## config.mk

```make
export PLATFORM = sky130hd
export DESIGN_NAME = button_conditioner
export DESIGN_NICKNAME = d
export VERILOG_FILES = /design/src/rtl/button_conditioner.sv
export SDC_FILE = /design/constraint.sdc
export NUM_CORES = 1
export LEC_CHECK = 0
export ABC_AREA = 1
export CELL_PAD_IN_SITES_DETAIL_PLACEMENT = 2
export CELL_PAD_IN_SITES_GLOBAL_PLACEMENT = 2
export CORE_MARGIN = 3
export CORE_UTILIZATION = 39
export DETAILED_ROUTE_END_ITERATION = 6
export PLACE_DENSITY = 0.87
export SKIP_LAST_GASP = 1
export SYNTH_ARGS = -nofsm -noshare
export SYNTH_HDL_FRONTEND = slang
export SYNTH_SLANG_ARGS = --single-unit
```

## constraint.sdc

```tcl
create_clock -name clk -period 3.3 [get_ports clk]
set_input_delay 0.66 -clock clk [delete_from_list [all_inputs] [get_ports clk]]
set_output_delay 0.66 -clock clk [all_outputs]
set_load 0.005 [all_outputs]
```

## src/rtl/button_conditioner.sv

```systemverilog
// Button/switch input conditioner for the pong core: two-flop synchronizer,
// shared prescaler tick and per-channel tick-based debounce with registered
// press/release pulses. All outputs are registered in the pixel clock domain.
module button_conditioner #(
    parameter int WIDTH          = 7,
    parameter int PRESCALE       = 25125,
    parameter int DEBOUNCE_TICKS = 10,
    parameter bit ACTIVE_LOW     = 1'b1
) (
    input  logic             clk,
    input  logic             rst_n,
    input  logic [WIDTH-1:0] btn_raw,
    output logic [WIDTH-1:0] btn_level,
    output logic [WIDTH-1:0] btn_press,
    output logic [WIDTH-1:0] btn_release,
    output logic             tick
);

    localparam int PW = (PRESCALE > 1) ? $clog2(PRESCALE) : 1;
    localparam int CW = (DEBOUNCE_TICKS > 1) ? $clog2(DEBOUNCE_TICKS) : 1;
    localparam logic [PW-1:0]    PRE_LAST = PW'(PRESCALE - 1);
    localparam logic [CW-1:0]    CNT_LAST = CW'(DEBOUNCE_TICKS - 1);
    // Pin value of an unpressed button; also the polarity flip mask.
    localparam logic [WIDTH-1:0] IDLE     = {WIDTH{ACTIVE_LOW}};

    logic [WIDTH-1:0]         sync1_q, sync2_q, pressed_sync;
    logic [PW-1:0]            pre_q, pre_d;
    logic                     tick_q;
    logic [WIDTH-1:0][CW-1:0] cnt_q, cnt_d;
    logic [WIDTH-1:0]         level_q, level_d;
    logic [WIDTH-1:0]         press_q, press_d;
    logic [WIDTH-1:0]         rel_q, rel_d;

    // Two-flop synchronizer; reset loads the idle pin value so no false press.
    always_ff @(posedge clk or negedge rst_n) begin
        if (!rst_n) begin
            sync1_q <= IDLE;
            sync2_q <= IDLE;
        end else begin
            sync1_q <= btn_raw;
            sync2_q <= sync1_q;
        end
    end

    assign pressed_sync = sync2_q ^ IDLE;

    // Prescaler next count: 0..PRESCALE-1 then wrap.
    always_comb begin
        pre_d = (pre_q == PRE_LAST) ? '0 : pre_q + 1'b1;
    end

    // Prescaler register; tick is compared against the next count so it is
    // high in the same cycle the count sits at PRESCALE-1.
    always_ff @(posedge clk or negedge rst_n) begin
        if (!rst_n) begin
            pre_q  <= '0;
            tick_q <= 1'b0;
        end else begin
            pre_q  <= pre_d;
            tick_q <= (pre_d == PRE_LAST);
        end
    end

    // Debounce next state: any agreeing cycle restarts the count, a new level
    // is accepted on the DEBOUNCE_TICKS-th consecutive disagreeing tick.
    always_comb begin
        cnt_d   = cnt_q;
        level_d = level_q;
        press_d = '0;
        rel_d   = '0;
        for (int i = 0; i < WIDTH; i++) begin
            if (pressed_sync[i] == level_q[i]) begin
                cnt_d[i] = '0;
            end else if (tick_q) begin
                if (cnt_q[i] == CNT_LAST) begin
                    cnt_d[i]   = '0;
                    level_d[i] = pressed_sync[i];
                    press_d[i] = pressed_sync[i];
                    rel_d[i]   = ~pressed_sync[i];
                end else begin
                    cnt_d[i] = cnt_q[i] + 1'b1;
                end
            end
        end
    end

    // Debounce state and registered pulses.
    always_ff @(posedge clk or negedge rst_n) begin
        if (!rst_n) begin
            cnt_q   <= '0;
            level_q <= '0;
            press_q <= '0;
            rel_q   <= '0;
        end else begin
            cnt_q   <= cnt_d;
            level_q <= level_d;
            press_q <= press_d;
            rel_q   <= rel_d;
        end
    end

    assign btn_level   = level_q;
    assign btn_press   = press_q;
    assign btn_release = rel_q;
    assign tick        = tick_q;

endmodule

```

After elaboration in Yosys (flattened, before gate mapping):

Cells that the tools add are included.

* flip-flop bits (word level): 79
* output and inout bits: 22

* add/subtract/negate cells: 8
* reduce and logical (&&, ||, !) cells: 14
* bitwise operators: 15
* multiplexer cells: 64
* eq/ne operators: 16

Operator list (count)
* $mux 4: 21
* $mux 1: 42
* $eq 15x15->1 const B: 2
* $add 4x1->4 const B: 7
* $eq 4x4->1 const B: 7
* $reduce_and 3->1: 7
* $add 15x1->15 const B: 1
* $mux 15: 1
* $not 1->1: 14
* $reduce_bool 2->1: 7
* $eq 1x1->1: 7
* $not 7->7: 1

Depth between registers and ports, before layout:

* word-level depth: 5
* mapped depth: 10
* gate-level depth less buffers: 10

Least setup slack after synthesis:

No wires, ideal clock.

* kind: register -> register
* start point: register pre_q[0]
* end point: register tick_q (netlist: tick)
* setup time: 0.071 ns
* path slack: 1.969 ns
* data required time: 3.229 ns
* stages on the path, launching flop included: 10
* arrival: 1.259 ns
* clock period less this slack: 1.331 ns
* cells stage by stage: dfrtp_1 -> inv_1 -> ha_1 -> nand2_1 -> nor2_1 -> nand2_1 -> o21ai_0 -> a21oi_1 -> nand3_1 -> nor2_1

* longest elaborated chain between the ends: 3
* elaborated cells between the ends (all ways): 4

RTL lines
* start: declaration: RTL line 27 `logic [PW-1:0] pre_q, pre_d;`
* start signal: assignment: RTL line 59 `pre_q <= pre_d;`
* $add 15x1->15 or $eq 15x15->1 (tied branches): RTL line 49 `pre_d = (pre_q == PRE_LAST) ? '0 : pre_q + 1'b1;`
* $mux 15 (*): RTL line 49
* named net pre_d[9]: RTL line 27
* $eq 15x15->1 (*): RTL line 60 `tick_q <= (pre_d == PRE_LAST);`
* end signal: assignment: RTL line 60
* end: declaration: RTL line 28 `logic tick_q;`

The timed path passes the listed nets; every way through them passes the cells marked *.
A chain may end at the register's enable or synchronous reset.

Final worst setup path:

* start point: register tick_q (netlist: tick)
* end point: output tick

RTL lines
* end: declaration: RTL line 16 `output logic tick`

No word-level cell between the ends.

==> flow_summary.yaml <==
synthesis:
  ys_warn_count: 0
  synth_flop_cell: "dfrtp_1"
  avgSynthCellArea_sq_um: 9.775
  ys_top_cells_by_count: "dfrtp_1 (65), nand3_1 (47), inv_1 (46), nand2_1 (44), nor2_1 (42)"
  synth_edf_count: 0
  synth_seq_area_share_pct: 56.36
  yosysTopAreaCell: "dfrtp_1"
  ys_seq_elements: 79
  yosys.area_share.simple_pct: 19.87
  yosys.area.top_type_share_pct: 45.97
  synth_most_common_cell: "dfrtp_1"
  synthCells: 362
  synthMuxAreaShare_pct: 0
  synth_compound_area_share_pct: 6.011
  synth_top_family_by_area: "simple AND/OR/NAND/NOR gates"
  async_flop_share_pct: 100.0
  netlist_area_sq_mm: 0.003538
  synth-xor-area-share_pct: 6.400
  synth_adder_area_share_pct: 6.011
  yosysUniqueCellTypes: 22
  syn_nets: 388
  synth.area.top_cells: "dfrtp_1 (46%), dfstp_2 (10%), nand3_1 (6.6%), ha_1 (6.0%), inv_1 (4.9%)"
detailed_routing:
  wl_um: 8859
  first_pass_iters: 4
  drc: 0
  wl_per_cell_um: 17.27
  vias: 2669
  ant_nets: 0
  viasPerCell: 5.203
  dr.first_iter.drc_count: 69
clocking:
  cts_tree: "built"
  clk_pin_slew_ns: 0.08
  cts_buffer_depth: 2
  clock_sinks: 79
  cts_root_buf: "clkbuf_8"
  cts_hold_buf: 0
  cts_made_buffers: 9
  clk_latency_ns: 0.35
  htree_levels: 3
  cts_resized: 0
  post-cts-setup-buffers: 0
sta:
  hold_viol_final: 0
  rsz0062_at_grt: "no"
  finClkSkew_ns: 0.006320
  min_period_ns: 2.123
  slew_headroom_pct: 34.00
  tns_ns: 0
  tightest_slew_ns: 0.9900
  min_period_over_period_pct: 64.34
  max_freq_ghz: 0.4710
  finalSetupViolations: 0
  final_max_slew_viol_count: 0
critical_path:
  r2r_cells: 9
  critPathRequiredTime_ns: 2.64
  criticalPathCategory: "reg -> out"
  endpoint_kind: "primary output"
  arrival_ns: 1.46
  critical_path_depth: 2
  reg2reg_from: "pre_q[0]"
  endpoint: "tick"
  cpLargestDelayFamily: "buffers and inverters"
  max_stage_delay_ns: 0.55
  path_cells: "buf_4, clkdlybuf4s50_1"
  timing.rr.end: "tick"
  path_max_fanout: 16
  cp.buffers_inverters: 2
  cpMaxStageDelayCell: "clkdlybuf4s50_1"
  worst_setup_path_start_kind: "flop"
  critPathLaunch: "tick"
  r2r_setup_slack_ns: 1.65
power:
  ir_drop_uv: 188.1
  power.total_w: 0.001770
  leakage_nw: 1.923
  pwr_density_cell_mw_per_mm2: 425.4
grt:
  grt_max_degree: 80
  grt_first_pass_wirelength_um: 15020
  track_usage_pct: 18.90
  grt_pass1_vias: 3026
  overflow: 0
  antenna_found_initial: 0
cells_and_area:
  final_util_pct: 47.49
  area_growth_pct: 17.61
  antenna_cells: 0
  final_nets: 426
  nFillCells: 940
  drive_gt1_share_pct: 8.889
min_path:
  hold_path_class: "reg -> reg"
job:
  maxCapViolations: 0
outcome:
  status: "complete, no violations"
floorplanning:
  dieWidth_um: 101.3
  boundaryPins: 31
  core-area_sq_mm: 0.008763
  die-area_sq_mm: 0.01025
  initial_utilization_pct: 40.38
  dieHeight_um: 101.3
  placementRows: 34
placed_design:
  dp_hpwl_um: 6242
  portBuffers: 30
  place.gp.congestion: 0.8033
## cell type report
type	count	area, sq um	area share, %
inverter	46	172.7	4.149
tap	108	135.1	3.247
clock buffer	11	141.4	3.397
multi-input combinational	233	1355	32.56
timing repair buffer	31	305.3	7.336
clock inverter	5	57.56	1.383
sequential	79	1994	47.93
## how the worst min path moves through the flow
stage / startpoint / endpoint / slack (ns) / depth (start not counted)
2_1_floorplan: sync1_q[0] / sync2_q[0] / 0.35 / 0
3_5_place_dp: sync1_q[3] / sync2_q[3] / 0.35 / 0
4_1_cts: sync1_q[1] / sync2_q[1] / 0.36 / 0
6_report: sync1_q[1] / sync2_q[1] / 0.36 / 0
5_1_grt: sync1_q[5] / sync2_q[5] / 0.36 / 0
3_3_place_gp: sync1_q[1] / sync2_q[1] / 0.35 / 0
## metrics by stage
step                cell area, sq um  instances  hold slack [ns]  setup slack, ns
detailed placement              3963        497           0.3476            1.557
global route                    4161        513           0.3630            1.133
global placement                3963        497           0.3460            1.579
CTS                             4161        513           0.3602            1.146
floorplan                       3538        362           0.3452            1.969
finish                          4161        513           0.3587            1.177
## flip-flops by register name, indices dropped and copies added, names as in the netlist
signal	cells
cnt_q	28
tick	1
pre_q	15
sync2_q	7
btn_release	7
sync1_q	7
btn_press	7
btn_level	7
## cell usage in the layout, fill, tap and decap left out
cell type,Yosys,final
dfrtp_1,65,65
nand3_1,47,47
inv_1,46,46
nand2_1,44,44
nor2_1,42,42
clkdlybuf4s50_1,0,29
o21ai_0,23,23
ha_1,17,17
xnor2_1,15,15
o22ai_1,14,14
dfstp_2,14,14
clkbuf_8,0,10
xor2_1,9,9
nand3b_1,7,7
nand4_1,5,5
nor2_4,2,2
a21oi_1,2,2
nor3_1,2,2
clkinv_4,0,2
clkinv_2,0,2
buf_4,0,2
nand3_2,1,1
nand2_4,1,1
xor2_2,1,1
nor3b_1,1,1
bufinv_16,0,1
clkbuf_1,3,1
## routing by layer
layer / global-route usage, % / part of all wire [%] / vias up
li1: - / - / 1259
met1: 22.35 / 43 / 1377
met2: 34.36 / 54 / 25
met3: 2.755 / 1.9 / 8
met4: 7.464 / 1.3 / 0
met5: 0 / 0 / -
## power breakdown
part | total, W | internal, W | switching, W
logic | 0.0000420 | 0.0000123 | 0.0000297
clock network | 0.000738 | 0.000371 | 0.000367
registers | 0.000990 | 0.000983 | 0.00000705
## logic make-up after synthesis
logic type               Yosys count
adder cells (fa/ha/maj)           17
flip-flops                        79
buffers and inverters             50
AND/OR/NAND/NOR                  152
AO/OA/AOI/OAI                     39
XOR/XNOR                          25
(Power assumes the default switching activity.)
